## src/rtl/tl_pkg.sv

```systemverilog
// Shared TileLink field widths, packed channel payloads and opcode constants
// for the 64-bit adapter-side buffer stage.
package tl_pkg;

   localparam int TL_ADDR_W   = 32;
   localparam int TL_DATA_W   = 64;
   localparam int TL_MASK_W   = 8;
   localparam int TL_SOURCE_W = 4;
   localparam int TL_OPCODE_W = 3;
   localparam int TL_PARAM_W  = 3;
   localparam int TL_SIZE_W   = 3;

   localparam logic [TL_OPCODE_W-1:0] TL_A_PUT_FULL_DATA    = 3'd0;
   localparam logic [TL_OPCODE_W-1:0] TL_A_PUT_PARTIAL_DATA = 3'd1;
   localparam logic [TL_OPCODE_W-1:0] TL_A_ARITHMETIC_DATA  = 3'd2;
   localparam logic [TL_OPCODE_W-1:0] TL_A_LOGICAL_DATA     = 3'd3;
   localparam logic [TL_OPCODE_W-1:0] TL_A_GET              = 3'd4;
   localparam logic [TL_OPCODE_W-1:0] TL_A_INTENT           = 3'd5;
   localparam logic [TL_OPCODE_W-1:0] TL_D_ACCESS_ACK       = 3'd0;
   localparam logic [TL_OPCODE_W-1:0] TL_D_ACCESS_ACK_DATA  = 3'd1;
   localparam logic [TL_OPCODE_W-1:0] TL_D_HINT_ACK         = 3'd2;

   // Field order here fixes the bit layout of the queued words (118 bits).
   typedef struct packed {
      logic [TL_OPCODE_W-1:0] opcode;
      logic [TL_PARAM_W-1:0]  param;
      logic [TL_SIZE_W-1:0]   size;
      logic [TL_SOURCE_W-1:0] source;
      logic [TL_ADDR_W-1:0]   address;
      logic [TL_MASK_W-1:0]   mask;
      logic [TL_DATA_W-1:0]   data;
      logic                   corrupt;
   } tl_a_t;

   // 76-bit response payload.
   typedef struct packed {
      logic [TL_OPCODE_W-1:0] opcode;
      logic [TL_SIZE_W-1:0]   size;
      logic [TL_SOURCE_W-1:0] source;
      logic                   denied;
      logic [TL_DATA_W-1:0]   data;
      logic                   corrupt;
   } tl_d_t;

endpackage

```

## src/rtl/tl_queue.sv

```systemverilog
// Circular FIFO with registered count; ready/valid depend only on the count,
// so no combinational path exists from either side to the other.
module tl_queue #(
   parameter int WIDTH = 8,
   parameter int DEPTH = 2
) (
   input  logic             clock,
   input  logic             reset,
   input  logic             enq_valid_i,
   output logic             enq_ready_o,
   input  logic [WIDTH-1:0] enq_bits_i,
   output logic             deq_valid_o,
   input  logic             deq_ready_i,
   output logic [WIDTH-1:0] deq_bits_o
);

   localparam int PTR_W = (DEPTH > 1) ? $clog2(DEPTH) : 1;
   localparam int CNT_W = $clog2(DEPTH + 1);
   localparam logic [PTR_W-1:0] PTR_LAST = PTR_W'(DEPTH - 1);
   localparam logic [CNT_W-1:0] CNT_FULL = CNT_W'(DEPTH);

   logic [WIDTH-1:0] mem_q [DEPTH];
   logic [PTR_W-1:0] wptr_q, wptr_d;
   logic [PTR_W-1:0] rptr_q, rptr_d;
   logic [CNT_W-1:0] cnt_q, cnt_d;
   logic             enq_fire_s;
   logic             deq_fire_s;

   assign enq_ready_o = (cnt_q != CNT_FULL);
   assign deq_valid_o = (cnt_q != {CNT_W{1'b0}});
   assign deq_bits_o  = mem_q[rptr_q];
   assign enq_fire_s  = enq_valid_i && enq_ready_o;
   assign deq_fire_s  = deq_valid_o && deq_ready_i;

   // Pointer and occupancy next state; explicit wrap allows non-power-of-two depths.
   always_comb begin
      wptr_d = wptr_q;
      rptr_d = rptr_q;
      cnt_d  = cnt_q;
      if (enq_fire_s) begin
         wptr_d = (wptr_q == PTR_LAST) ? {PTR_W{1'b0}} : wptr_q + 1'b1;
      end else begin
         wptr_d = wptr_q;
      end
      if (deq_fire_s) begin
         rptr_d = (rptr_q == PTR_LAST) ? {PTR_W{1'b0}} : rptr_q + 1'b1;
      end else begin
         rptr_d = rptr_q;
      end
      case ({enq_fire_s, deq_fire_s})
         2'b10:   cnt_d = cnt_q + 1'b1;
         2'b01:   cnt_d = cnt_q - 1'b1;
         default: cnt_d = cnt_q;
      endcase
   end

   // Control state register.
   always_ff @(posedge clock or negedge reset) begin
      if (!reset) begin
         wptr_q <= {PTR_W{1'b0}};
         rptr_q <= {PTR_W{1'b0}};
         cnt_q  <= {CNT_W{1'b0}};
      end else begin
         wptr_q <= wptr_d;
         rptr_q <= rptr_d;
         cnt_q  <= cnt_d;
      end
   end

   // Storage is cleared on reset so the idle deq-side bits read as zero.
   always_ff @(posedge clock or negedge reset) begin
      if (!reset) begin
         for (int i = 0; i < DEPTH; i++) begin
            mem_q[i] <= {WIDTH{1'b0}};
         end
      end else if (enq_fire_s) begin
         mem_q[wptr_q] <= enq_bits_i;
      end else begin
         mem_q[wptr_q] <= mem_q[wptr_q];
      end
   end

endmodule

```

## src/rtl/tl_buffer_ad.sv

```systemverilog
// Two-channel TileLink buffer: independent queues on A (in->out) and D (out->in),
// with the top doing only payload packing and unpacking.
module tl_buffer_ad
   import tl_pkg::*;
#(
   parameter int DEPTH_A = 2,
   parameter int DEPTH_D = 2
) (
   input  logic                   clock,
   input  logic                   reset,
   output logic                   auto_in_a_ready,
   input  logic                   auto_in_a_valid,
   input  logic [TL_OPCODE_W-1:0] auto_in_a_bits_opcode,
   input  logic [TL_PARAM_W-1:0]  auto_in_a_bits_param,
   input  logic [TL_SIZE_W-1:0]   auto_in_a_bits_size,
   input  logic [TL_SOURCE_W-1:0] auto_in_a_bits_source,
   input  logic [TL_ADDR_W-1:0]   auto_in_a_bits_address,
   input  logic [TL_MASK_W-1:0]   auto_in_a_bits_mask,
   input  logic [TL_DATA_W-1:0]   auto_in_a_bits_data,
   input  logic                   auto_in_a_bits_corrupt,
   input  logic                   auto_in_d_ready,
   output logic                   auto_in_d_valid,
   output logic [TL_OPCODE_W-1:0] auto_in_d_bits_opcode,
   output logic [TL_SIZE_W-1:0]   auto_in_d_bits_size,
   output logic [TL_SOURCE_W-1:0] auto_in_d_bits_source,
   output logic                   auto_in_d_bits_denied,
   output logic [TL_DATA_W-1:0]   auto_in_d_bits_data,
   output logic                   auto_in_d_bits_corrupt,
   input  logic                   auto_out_a_ready,
   output logic                   auto_out_a_valid,
   output logic [TL_OPCODE_W-1:0] auto_out_a_bits_opcode,
   output logic [TL_PARAM_W-1:0]  auto_out_a_bits_param,
   output logic [TL_SIZE_W-1:0]   auto_out_a_bits_size,
   output logic [TL_SOURCE_W-1:0] auto_out_a_bits_source,
   output logic [TL_ADDR_W-1:0]   auto_out_a_bits_address,
   output logic [TL_MASK_W-1:0]   auto_out_a_bits_mask,
   output logic [TL_DATA_W-1:0]   auto_out_a_bits_data,
   output logic                   auto_out_a_bits_corrupt,
   output logic                   auto_out_d_ready,
   input  logic                   auto_out_d_valid,
   input  logic [TL_OPCODE_W-1:0] auto_out_d_bits_opcode,
   input  logic [TL_SIZE_W-1:0]   auto_out_d_bits_size,
   input  logic [TL_SOURCE_W-1:0] auto_out_d_bits_source,
   input  logic                   auto_out_d_bits_denied,
   input  logic [TL_DATA_W-1:0]   auto_out_d_bits_data,
   input  logic                   auto_out_d_bits_corrupt
);

   tl_a_t a_enq_s, a_deq_s;
   tl_d_t d_enq_s, d_deq_s;

   assign a_enq_s = {auto_in_a_bits_opcode, auto_in_a_bits_param, auto_in_a_bits_size,
                     auto_in_a_bits_source, auto_in_a_bits_address, auto_in_a_bits_mask,
                     auto_in_a_bits_data, auto_in_a_bits_corrupt};
   assign d_enq_s = {auto_out_d_bits_opcode, auto_out_d_bits_size, auto_out_d_bits_source,
                     auto_out_d_bits_denied, auto_out_d_bits_data, auto_out_d_bits_corrupt};

   tl_queue #(.WIDTH($bits(tl_a_t)), .DEPTH(DEPTH_A)) u_queue_a (
      .clock       (clock),
      .reset       (reset),
      .enq_valid_i (auto_in_a_valid),
      .enq_ready_o (auto_in_a_ready),
      .enq_bits_i  (a_enq_s),
      .deq_valid_o (auto_out_a_valid),
      .deq_ready_i (auto_out_a_ready),
      .deq_bits_o  (a_deq_s)
   );

   tl_queue #(.WIDTH($bits(tl_d_t)), .DEPTH(DEPTH_D)) u_queue_d (
      .clock       (clock),
      .reset       (reset),
      .enq_valid_i (auto_out_d_valid),
      .enq_ready_o (auto_out_d_ready),
      .enq_bits_i  (d_enq_s),
      .deq_valid_o (auto_in_d_valid),
      .deq_ready_i (auto_in_d_ready),
      .deq_bits_o  (d_deq_s)
   );

   assign auto_out_a_bits_opcode  = a_deq_s.opcode;
   assign auto_out_a_bits_param   = a_deq_s.param;
   assign auto_out_a_bits_size    = a_deq_s.size;
   assign auto_out_a_bits_source  = a_deq_s.source;
   assign auto_out_a_bits_address = a_deq_s.address;
   assign auto_out_a_bits_mask    = a_deq_s.mask;
   assign auto_out_a_bits_data    = a_deq_s.data;
   assign auto_out_a_bits_corrupt = a_deq_s.corrupt;

   assign auto_in_d_bits_opcode   = d_deq_s.opcode;
   assign auto_in_d_bits_size     = d_deq_s.size;
   assign auto_in_d_bits_source   = d_deq_s.source;
   assign auto_in_d_bits_denied   = d_deq_s.denied;
   assign auto_in_d_bits_data     = d_deq_s.data;
   assign auto_in_d_bits_corrupt  = d_deq_s.corrupt;

endmodule

```

## config.mk

```make
export PLATFORM = sky130hd
export DESIGN_NAME = tl_buffer_ad
export DESIGN_NICKNAME = d
export VERILOG_FILES = /design/src/rtl/tl_pkg.sv /design/src/rtl/tl_queue.sv /design/src/rtl/tl_buffer_ad.sv
export SDC_FILE = /design/constraint.sdc
export NUM_CORES = 1
export LEC_CHECK = 0
export BUFFER_PORTS_ARGS = -buffer_cell sky130_fd_sc_hd__buf_2
export CORE_UTILIZATION = 40
export CTS_CLUSTER_SIZE = 16
export DETAILED_ROUTE_END_ITERATION = 10
export GPL_ROUTABILITY_DRIVEN = 0
export HOLD_SLACK_MARGIN = 0.15
export PLACE_DENSITY = 0.72
export SETUP_SLACK_MARGIN = 0.4
export SYNTH_ARGS = -nofsm -noshare
export SYNTH_HDL_FRONTEND = slang
export SYNTH_HIERARCHICAL = 1
export SYNTH_SLANG_ARGS = --single-unit
```

## constraint.sdc

```tcl
create_clock -name clock -period 3.59 [get_ports clock]
set_input_delay 0.1795 -clock clock [delete_from_list [all_inputs] [get_ports clock]]
set_output_delay 0.1795 -clock clock [all_outputs]
set_load 0.01 [all_outputs]
```

==> results of run 1 <==
==> registers in the layout, summed over array words and instances (netlist names) <==
signal / cells
u_queue_a/wptr_q: 1
u_queue_d/rptr_q: 1
u_queue_d/wptr_q: 1
u_queue_a/cnt_q: 2
u_queue_a/mem_q: 236
u_queue_d/mem_q: 152
u_queue_a/rptr_q: 1
u_queue_d/cnt_q: 2
==> worst max-delay path: cells and delay by family (launching register included) <==
kind     cells  cell delay [ns]
mux          1             0.40
flops        1             0.82
buf+inv      2             0.64
==> timing repair <==
action | in CTS | in global routing
gates resized for setup | 0 | 0
endpoints found under the setup margin | 0 | 0
hold buffers | 200 | 0
buffers inserted | 0 | 0
endpoints found under the hold margin | 490 | 0
==> path summary, 6_finish.rpt <==
check                           cells past startpoint                     start  slack (ns)                           to
worst max-delay path                                3          u_queue_a/rptr_q        0.97  auto_out_a_bits_address[13]
max in group asynchronous                           4                     reset        2.16          u_queue_a/mem_q[43]
worst min-delay path                                2                     reset        0.26         u_queue_d/mem_q[119]
min in group clock                                  3  auto_out_d_bits_data[45]        0.40         u_queue_d/mem_q[122]
worst max register to register                      4        u_queue_d/cnt_q[0]        1.46          u_queue_d/mem_q[75]
worst min register to register                      1          u_queue_a/wptr_q        0.50             u_queue_a/wptr_q
==> routing by layer <==
| metal | vias to the layer above | wire length [um] | part of all wire |
|---|---|---|---|
| li1 | 5025 | - | - |
| met1 | 5574 | 17530 | 0.42 |
| met2 | 307 | 20280 | 0.48 |
| met3 | 71 | 3145 | 0.075 |
| met4 | 2 | 939 | 0.022 |
| met5 | - | 13 | 0.00031 |
==> Yosys cell counts (all sizes together) <==
master	number	area share
ha	2	0.0014
and2	2	0.00070
nand2	2	0.00042
xnor2	6	0.0030
and3b	2	0.00099
nor2	2	0.00042
and3	2	0.0013
mux2	582	0.39
nand2b	2	0.0016
or2	2	0.00070
buf	64	0.034
clkbuf	2	0.00042
dfrtp	396	0.56
xor2	4	0.0020
==> power groups by stage <==
stage          logic [mW]  registers [mW]  clock network (mW)
6_report             10.1            8.18                4.51
3_5_place_dp         9.89            8.18                   0
4_1_cts              10.1            8.15                4.64
2_1_floorplan        7.47            7.59                   0
3_3_place_gp         9.73            8.03                   0
5_1_grt              10.8            8.47                4.82
==> kinds of logic after synthesis <==
kind of cell             synth area share
multiplexers                       0.3947
flip-flops                         0.5584
buffers and inverters             0.03448
AND/OR/NAND/NOR                  0.006064
XOR/XNOR                         0.004935
adder cells (fa/ha/maj)          0.001410
==> area by class of cell <==
cell class | instances | area [um2]
repair buffers | 622 | 4249
flip-flops and latches | 396 | 9917
multi-input cells | 608 | 7232
well taps | 585 | 732.0
fillers | 3468 | 19870
clock inverters | 17 | 177.7
clock buffers | 63 | 1284
==> through the flow <==
stage / hold slack, ns / total power [mW]
global placement: 0.3030 / 17.76
detailed placement: 0.3185 / 18.07
global route: 0.3493 / 24.10
floorplan: -0.1161 / 15.06
CTS: 0.2943 / 22.94
finish: 0.2577 / 22.75
==> out/summary.txt, run 1 <==
Initial Utilization - 0.4084
Maximum vdd drop - 0.6494 mV
Fin worst setup slack - 0.9694 ns
Crit. End Element - output port
Num CTS Buffers - 44
Worst-Skew Late Latency - 0.56 ns
Synthesized area per cell - 16.58 um2
Worst Tran Pin Value - 0.8714 ns
Clock power frac - 0.198
Met1 Use GR - 0.2215
Top Ports - 398
FP Rows - 76
Max H-tree Level - 2
Syn_nets - 1,272
Synthesis warning total - 6
Worst rel slew slack - 0.4191
Initial antenna violation count - 1
Netlist Area Pre-Place - 17,750 um2
Setup-failing EPs final - 0
Drt drc - 0
F_max - 381.6 MHz
Slowest cell on the critical path - dfrtp_4
Final instance area - 23,590 um2
Overflow left after global routing - 0
Post-DP HPWL - 26.21 mm
Clk pin slew, worst setup/hold paths - 0.06 ns
WL/cell - 18.30 um
CTS tree - done
Vias - 10,980
First-pass GRT wire length - 66.38 mm
Pwr Density - 964.2 nW/um2
Area Overhead vs Synth - 32.94%
TritonRoute pass-1 iters - 4
Sequential share of the synthesized area - 0.5584
Critical path launch point type - flip-flop
Die ar. - 45,210 um2
Dpl cells - 2,011
CTS Sinks - 396
GR peak layer - met2
Vias in the first global route - 12,580
Met3 usage in global routing - 0.05938
DIE HEIGHT - 212.6 um
CP max stage delay - 0.82 ns
Worst path required time - 3.41 ns
Crit path DAT - 2.44 ns
Internal - 15.37 mW
Sequential power share - 0.359
Core Area - 43,460 um2
Status - finished, final reports clean
Final Non-Filler Cells - 2,291
Register bit total from synthesis - 396
Cell leakage power - 10.69 nW
Layout cells sized above 1 - 0.6360
Vias/cell - 4.792
Clock tree root driver cell - clkbuf_16
Comb pwr share - 0.443
RSZ-0062 raised after global routing - no
Sw power - 7.374 mW
Routed wire length - 41.91 mm
Most common cell after layout, fill and taps aside - mux2_2
Final Net Count - 1,874
Fin util - 0.5429
Met2 Use GR - 0.3147
Die W - 212.6 um
Setup total negative slack - 0 ns
Cells along the critical path - buf_4 > mux2_2 > buf_2
Final Cycle Share - 0.7300
GRT Overall Usage - 0.1850
Sw Ratio - 0.3242
DRT antenna net count - 0
Worst Clk Skew - 0.01703 ns
Pre-CTS setup slack - 1.429 ns
Max-slew violation count - 0
Most frequent cells in the layout - 462 x mux2_2, 396 x buf_2, 394 x dfrtp_1, 200 x dlygate4sd3_1, 120 x mux2_4
# Max-Cap Violations - 0
Maximum root-to-sink buffer count - 3
Library cells used by synthesis - 20
Antenna Cells - 0
Min-Delay Path Class - input port to async pin
Initial DRC Count - 468
CP Class - flip-flop to output port
Largest net degree at the start of global routing - 108
Placed instance area - 20,130 um2
IO buf count - 397
Cell count after synthesis - 1,070
Min Tclk post-route - 2.621 ns
Final hold viol count - 0
CP max FO - 38
(Power assumes the default switching activity.)
==> run 2, diff against run 1 <==
--- a/config.mk
+++ b/config.mk
@@ -5,13 +5,14 @@
 export SDC_FILE = /design/constraint.sdc
 export NUM_CORES = 1
 export LEC_CHECK = 0
+export ABC_AREA = 1
 export BUFFER_PORTS_ARGS = -buffer_cell sky130_fd_sc_hd__buf_2
 export CORE_UTILIZATION = 40
 export CTS_CLUSTER_SIZE = 16
 export DETAILED_ROUTE_END_ITERATION = 10
 export GPL_ROUTABILITY_DRIVEN = 0
 export HOLD_SLACK_MARGIN = 0.15
-export PLACE_DENSITY = 0.72
+export PLACE_DENSITY = 0.74
 export SETUP_SLACK_MARGIN = 0.4
 export SYNTH_ARGS = -nofsm -noshare
 export SYNTH_HDL_FRONTEND = slang
==> constraint.sdc (replaced) <==
create_clock -name clock -period 2.35 [get_ports clock]
set_input_delay 0.1175 -clock clock [delete_from_list [all_inputs] [get_ports clock]]
set_output_delay 0.1175 -clock clock [all_outputs]
set_load 0.01 [all_outputs]
==> run 2 against run 1 <==
  * Non-clock buffer count up 52
  * Via count increased by 80%
  * Clock power increased by 56%
  * Total power increased by 68%
  * Synthesized cell count rose by 130%
  * Core utilization increased by 2.1 points
  * Flip-flop and latch count did not move
  * Register-to-register slack got worse by 1.0 ns
  * Critical path type unchanged
  * Critical endpoint is now auto_out_a_bits_data[55]
  * Largest cell class unchanged
==> out/summary.txt, run 2 <==
Status - finished, final reports clean
Top layer in use - met5
Wire length on met3 - 7.713 mm
Initial antenna violation count - 4
Die W - 218.6 um
Cell count after synthesis - 2,409
Met1 WL - 24.99 mm
Synth async-reset ratio - 1.000
F_max - 506.1 MHz
Num CTS Buffers - 44
Setup total negative slack - 0 ns
Max-slew violation count - 0
Worst Tran Pin Value - 1.074 ns
HP Start - auto_in_a_bits_data[8]
GRT Overall Usage - 0.2528
CP Class - flip-flop to output port
Worst path required time - 2.23 ns
First-pass GRT wire length - 97.60 mm
CTS tree - done
Sequential share of the synthesized area - 0.5282
Synthesized area per cell - 7.788 um2
R2r worst-path depth - 6
Final Cycle Share - 0.8407
DR WL met2 - 31.67 mm
TritonRoute pass-1 iters - 8
Worst rel slew slack - 0.2841
Die ar. - 47,780 um2
Crit path DAT - 1.86 ns
Power, Total - 38.13 mW
Worst-Skew Late Latency - 0.58 ns
Largest Register - u_queue_a/mem_q
Routed wire length - 67.13 mm
WL/cell - 18.89 um
Final instance area - 25,830 um2
Clock tree root driver cell - clkbuf_16
Placed instance area - 21,050 um2
Drt drc - 0
Vias/cell - 5.557
Max reg flops - 236
Final Non-Filler Cells - 3,554
Initial Utilization - 0.4099
Most common cell after layout, fill and taps aside - nand2_1
Top flop regs - u_queue_a/mem_q x236, u_queue_d/mem_q x152
Maximum root-to-sink buffer count - 3
Hold path depth - 4
Top Ports - 398
Layout cells sized above 1 - 0.2183
# Max-Cap Violations - 0
Fillers - 3,809
Synth area leaders - dfrtp_1 53%, nand2_1 28%, nand4_1 13%
Syn_nets - 2,611
Core Area - 45,770 um2
Vias in the first global route - 18,800
CTS Sinks - 396
Min Tclk post-route - 1.976 ns
Worst Clk Skew - 0.02866 ns
Crit. End Element - output port
Maximum vdd drop - 0.8587 mV
Top post-synthesis cells by count - 1,380 x nand2_1, 396 x dfrtp_1, 390 x nand4_1, 133 x buf_2, 48 x clkbuf_1
Final hold viol count - 0
Post-synth EDFFs - 0
FP Rows - 78
Worst Hold End - u_queue_a/mem_q[127]
Pwr Density - 1476 nW/um2
Post-DP HPWL - 34.68 mm
IO buf count - 397
RSZ-0062 raised after global routing - yes
DRT antenna net count - 0
Worst reg2reg path endpoint - u_queue_a/mem_q[173]
Dpl cells - 3,231
CP max FO - 7
Final Net Count - 3,118
Initial DRC Count - 2,537
Register bit total from synthesis - 396
DIE HEIGHT - 218.6 um
Synthesis warning total - 6
Largest area contributor in the netlist - dfrtp_1
R2r startpoint - u_queue_a/cnt_q[0]
Vias - 19,750
Most frequent cells in the layout - 1,296 x nand2_1, 391 x dfrtp_1, 390 x nand4_1, 361 x buf_2, 201 x dlygate4sd3_1
Most common cell in the netlist - nand2_1
Setup-failing EPs final - 0
Reg2Reg Setup Slack - 0.46 ns
Cell leakage power - 14.08 nW
Min-Delay Path Class - input port to flip-flop
Netlist Area Pre-Place - 18,760 um2
Overflow left after global routing - 0
Synth top area share - 0.5282
Max H-tree Level - 2
Largest net degree at the start of global routing - 231
Area Overhead vs Synth - 37.67%
Critical path launch point type - flip-flop
Most common flop cell mapped by yosys - dfrtp_1
Library cells used by synthesis - 15
Clk pin slew, worst setup/hold paths - 0.06 ns
## run 2: changes by cell type in the layout (fill, tap and decap cells not counted), sizes merged, moves of 8 or more
cell	before	now
buf	422	459
clkbuf	63	81
inv	2	15
nand4	0	390
mux2	582	0
nand2	2	1383
nand3	0	8
## run 2: how the worst max path moves through the flow
stage                                  start                        end  slack [ns]  cells after the start
after CTS                   u_queue_a/rptr_q  auto_out_a_bits_opcode[1]        0.36                      6
after global routing        u_queue_a/rptr_q   auto_out_a_bits_data[54]        0.33                      6
final                       u_queue_a/rptr_q   auto_out_a_bits_data[55]        0.37                      6
after floorplan           u_queue_d/cnt_q[0]         u_queue_d/cnt_q[1]        0.89                     10
after global placement    u_queue_a/cnt_q[1]        u_queue_a/mem_q[82]        0.60                      5
after detailed placement  u_queue_d/cnt_q[0]        u_queue_d/mem_q[43]        0.55                      5
## run 2: repair_timing
item	4_1_cts	5_1_grt
hold buffers	201	0
gates resized for setup	13	148
pin swaps	0	21
setup buffers	10	2
setup endpoints to repair	151	222
gates cloned	7	19
hold endpoints to repair	791	0
## run 2: worst max-delay path, cell delays in order (launching register included)
cell and delay, ns:
dfrtp_4 0.54, clkinv_8 0.12, buf_12 0.16, clkbuf_16 0.17, nand2_1 0.08, nand2_1 0.06, buf_2 0.13
## run 2: cell type report
class / count / area (um2) / share of cell area
Sequential cell: 396 / 9921 / 0.3841
Multi-Input combinational cell: 1785 / 8070 / 0.3124
Timing Repair Buffer: 674 / 5524 / 0.2139
Clock buffer: 68 / 1323 / 0.05120
Tap cell: 600 / 750.7 / 0.02906
Clock inverter: 12 / 147.6 / 0.005716
Inverter: 14 / 75.07 / 0.002906
Antenna cell: 4 / 10.01 / 0.0003875
Timing Repair inverter: 1 / 8.758 / 0.0003391
## run 2: cell families (layout without fill, tap and decap cells)
logic type / count (synthesis) / after routing / synth area share
flip-flops: 396 / 396 / 0.5282
XOR/XNOR: 2 / 2 / 0.0009338
adder cells (fa/ha/maj): 2 / 2 / 0.001334
buffers and inverters: 229 / 769 / 0.06009
AND/OR/NAND/NOR: 1780 / 1781 / 0.4095
other: 0 / 4 / 0
## run 2: per-layer routing
layer / track usage / vias to the layer above
met2: 0.4090 / 1216
met4: 0.1016 / 2
met3: 0.07251 / 225
met5: 0 / -
met1: 0.3165 / 9379
li1: - / 8927
## run 2: stage by stage
stage | util | hold WS [ns] | setup WS (ns)
after CTS | 0.5439 | 0.3138 | 0.3587
after floorplan | - | -0.1781 | 0.8872
after global placement | 0.4599 | 0.1107 | 0.6035
final | 0.5643 | 0.3425 | 0.3743
after global routing | 0.5642 | 0.3499 | 0.3328
after detailed placement | 0.4599 | 0.1130 | 0.5488
## run 2: power breakdown
part | leakage (nW) | total (mW) | internal [mW] | switching, mW
Sequential | 4.91 | 12.1 | 10.1 | 2.06
Combinational | 8.44 | 18.9 | 7.09 | 11.9
Clock | 0.727 | 7.04 | 4.12 | 2.92
Total | 14.1 | 38.1 | 21.3 | 16.8
==> run 3, diff against run 2 <==
--- a/config.mk
+++ b/config.mk
@@ -5,14 +5,14 @@
 export SDC_FILE = /design/constraint.sdc
 export NUM_CORES = 1
 export LEC_CHECK = 0
-export ABC_AREA = 1
+export ABC_AREA = 0
 export BUFFER_PORTS_ARGS = -buffer_cell sky130_fd_sc_hd__buf_2
 export CORE_UTILIZATION = 40
 export CTS_CLUSTER_SIZE = 16
 export DETAILED_ROUTE_END_ITERATION = 10
 export GPL_ROUTABILITY_DRIVEN = 0
 export HOLD_SLACK_MARGIN = 0.15
-export PLACE_DENSITY = 0.74
+export PLACE_DENSITY = 0.72
 export SETUP_SLACK_MARGIN = 0.4
 export SYNTH_ARGS = -nofsm -noshare
 export SYNTH_HDL_FRONTEND = slang
==> constraint.sdc (replaced) <==
create_clock -name clock -period 1.92 [get_ports clock]
set_input_delay 0.096 -clock clock [delete_from_list [all_inputs] [get_ports clock]]
set_output_delay 0.096 -clock clock [all_outputs]
set_load 0.01 [all_outputs]
==> run 3 against run 2 <==
  * The flow now finishes with violations (negative setup slack)
  * Clock-buffer cell count is 8 lower
  * Worst hold slack got worse by 0.28 ns
  * Core utilization grew 5.6 points
  * Cell area grew 4.4%
  * Critical path type unchanged
  * Critical endpoint is now auto_in_d_bits_data[20]
  * Largest power group unchanged
==> out/summary.txt, run 3 (synthesis results as in run 1) <==
Fin util - 0.6207
Most frequent cells in the layout - 393 x dfrtp_1, 321 x mux2_2, 283 x buf_2, 261 x mux2_4, 199 x dlygate4sd3_1
CP max FO - 9
Crit. End Element - output port
Reg2Reg Setup Slack - 0.23 ns
Worst Tran Pin Value - 0.5475 ns
Setup-failing EPs final - 94
Initial DRC Count - 620
Layout cells sized above 1 - 0.6628
Pre-CTS setup slack - 0.1851 ns
CTS Sinks - 396
Final hold viol count - 0
Worst-Skew Late Latency - 0.57 ns
Area of the multi-input gates - 7825 um2
Overflow left after global routing - 0
Initial antenna violation count - 3
DIE HEIGHT - 212.6 um
Final Net Count - 1,977
Min-Delay Path Class - input port to async pin
Fin worst setup slack - -0.07958 ns
Maximum root-to-sink buffer count - 3
R2r worst-path depth - 6
Largest net degree at the start of global routing - 71
Die ar. - 45,210 um2
Fillers - 2,951
First-pass GRT wire length - 74.52 mm
DRT antenna net count - 0
Cell leakage power - 12.43 nW
Worst reg2reg path endpoint - u_queue_a/mem_q[149]
Most common cell after layout, fill and taps aside - dfrtp_1
WL/cell - 23.45 um
Max H-tree Level - 2
Failing checks - negative setup slack
Cells along the critical path - buf_6 > buf_12 > clkbuf_16 > mux2_2 > buf_6
Vias - 12,180
Clock tree root driver cell - clkbuf_16
Critical path launch point type - flip-flop
Die W - 212.6 um
Clk pin slew, worst setup/hold paths - 0.06 ns
CP max stage delay - 0.41 ns
Cell family with the largest share of critical-path delay - buffers and inverters
Top flop regs - u_queue_a/mem_q x236, u_queue_d/mem_q x152
Top Ports - 398
Area Overhead vs Synth - 52.00%
Routed wire length - 56.18 mm
Vias/cell - 5.084
FP Rows - 76
Post-DP HPWL - 26.73 mm
Worst path required time - 1.82 ns
F_max - 500.1 MHz
Drt drc - 0
Vias in the first global route - 13,180
Power, Total - 52.23 mW
Crit. Startpoint - u_queue_d/rptr_q
Largest Register - u_queue_a/mem_q
Worst Clk Skew - 0.01857 ns
# Max-Cap Violations - 0
Stages on worst setup path - 5
RSZ-0062 raised after global routing - yes
Max-slew violation count - 0
Maximum vdd drop - 1.275 mV
Dpl cells - 2,023
Slowest cell on the critical path - dfrtp_2
R2r startpoint - u_queue_a/cnt_q[0]
Final Non-Filler Cells - 2,396
Placed instance area - 20,400 um2
Initial Utilization - 0.4084
Pwr Density - 1936 nW/um2
Final instance area - 26,970 um2
Sum of buffers and inverters on the critical path - 4
Status - finished with violations
TritonRoute pass-1 iters - 4
Max reg flops - 236
Worst rel slew slack - 0.6350
CTS tree - done
Min Tclk post-route - 2.000 ns
Num CTS Buffers - 44
GRT Overall Usage - 0.2137
Cell mode on critical path - buf_6
Hold buffer count at cts - 199
Crit path DAT - 1.90 ns
Core Area - 43,460 um2
IO buf count - 397
CP Class - flip-flop to output port
Final Cycle Share - 1.041
Sequential Area - 9916 um2
## run 3: cell types whose count changed in the layout (fill, tap and decap cells not counted), moves of 16 or more
cell / before / now
buf_16: 9 / 25
buf_2: 361 / 283
buf_6: 39 / 125
mux2_2: 0 / 321
mux2_4: 0 / 261
nand2_1: 1296 / 2
nand2_2: 68 / 0
nand2_4: 18 / 0
nand4_1: 390 / 0
## run 3: worst max path at each step
stage / to / slack, ns
after floorplan: u_queue_a/mem_q[110] / 0.36
after global placement: u_queue_a/mem_q[123] / 0.24
after detailed placement: u_queue_a/mem_q[151] / 0.19
after CTS: auto_out_a_bits_data[34] / -0.05
after global routing: auto_in_d_bits_data[20] / -0.12
final: auto_in_d_bits_data[20] / -0.08
## run 3: layout make-up
type,instances,area share
Multi-Input combinational cell,609,0.2901
Clock buffer,60,0.04680
Timing Repair Buffer,724,0.2601
Sequential cell,396,0.3676
Tap cell,585,0.02714
Antenna cell,2,0.0001855
Clock inverter,20,0.008071
## run 3: what timing repair did
| item | CTS | global route |
|---|---|---|
| hold endpoints to repair | 792 | 40 |
| cloned | 19 | 31 |
| resized for setup | 163 | 176 |
| buffers inserted | 21 | 21 |
| pin swaps | 0 | 4 |
| setup endpoints to repair | 569 | 580 |
## run 3: power by group
| group | internal, mW | total (mW) | switching (mW) | leakage (nW) |
|---|---|---|---|---|
| combinational | 17.3 | 28.2 | 10.8 | 7.04 |
| sequential | 12.7 | 15.4 | 2.65 | 4.66 |
| clock | 5.16 | 8.68 | 3.52 | 0.730 |
## run 3: per-layer routing
metal  global-route usage  wire length (um)
met2               0.3707             29080
met3              0.06484              3421
met5                    0                20
met4              0.08459              2082
met1               0.2452             21570
## run 3: metrics by stage
| step | TNS, ns | hold slack, ns |
|---|---|---|
| final | -2.340 | 0.06510 |
| after global routing | -9.158 | 0.09632 |
| after CTS | -3.747 | 0.04728 |
| after detailed placement | 0 | 0.07039 |
| after global placement | 0 | 0.06721 |
| after floorplan | 0 | -0.1996 |
## run 3: worst reg2reg max path, stage by stage (launching register included)
cell and delay, ns:
dfrtp_1 0.37, nand2b_4 0.14, and3b_4 0.31, buf_12 0.15, buf_8 0.12, buf_16 0.15
mux2_4 0.32
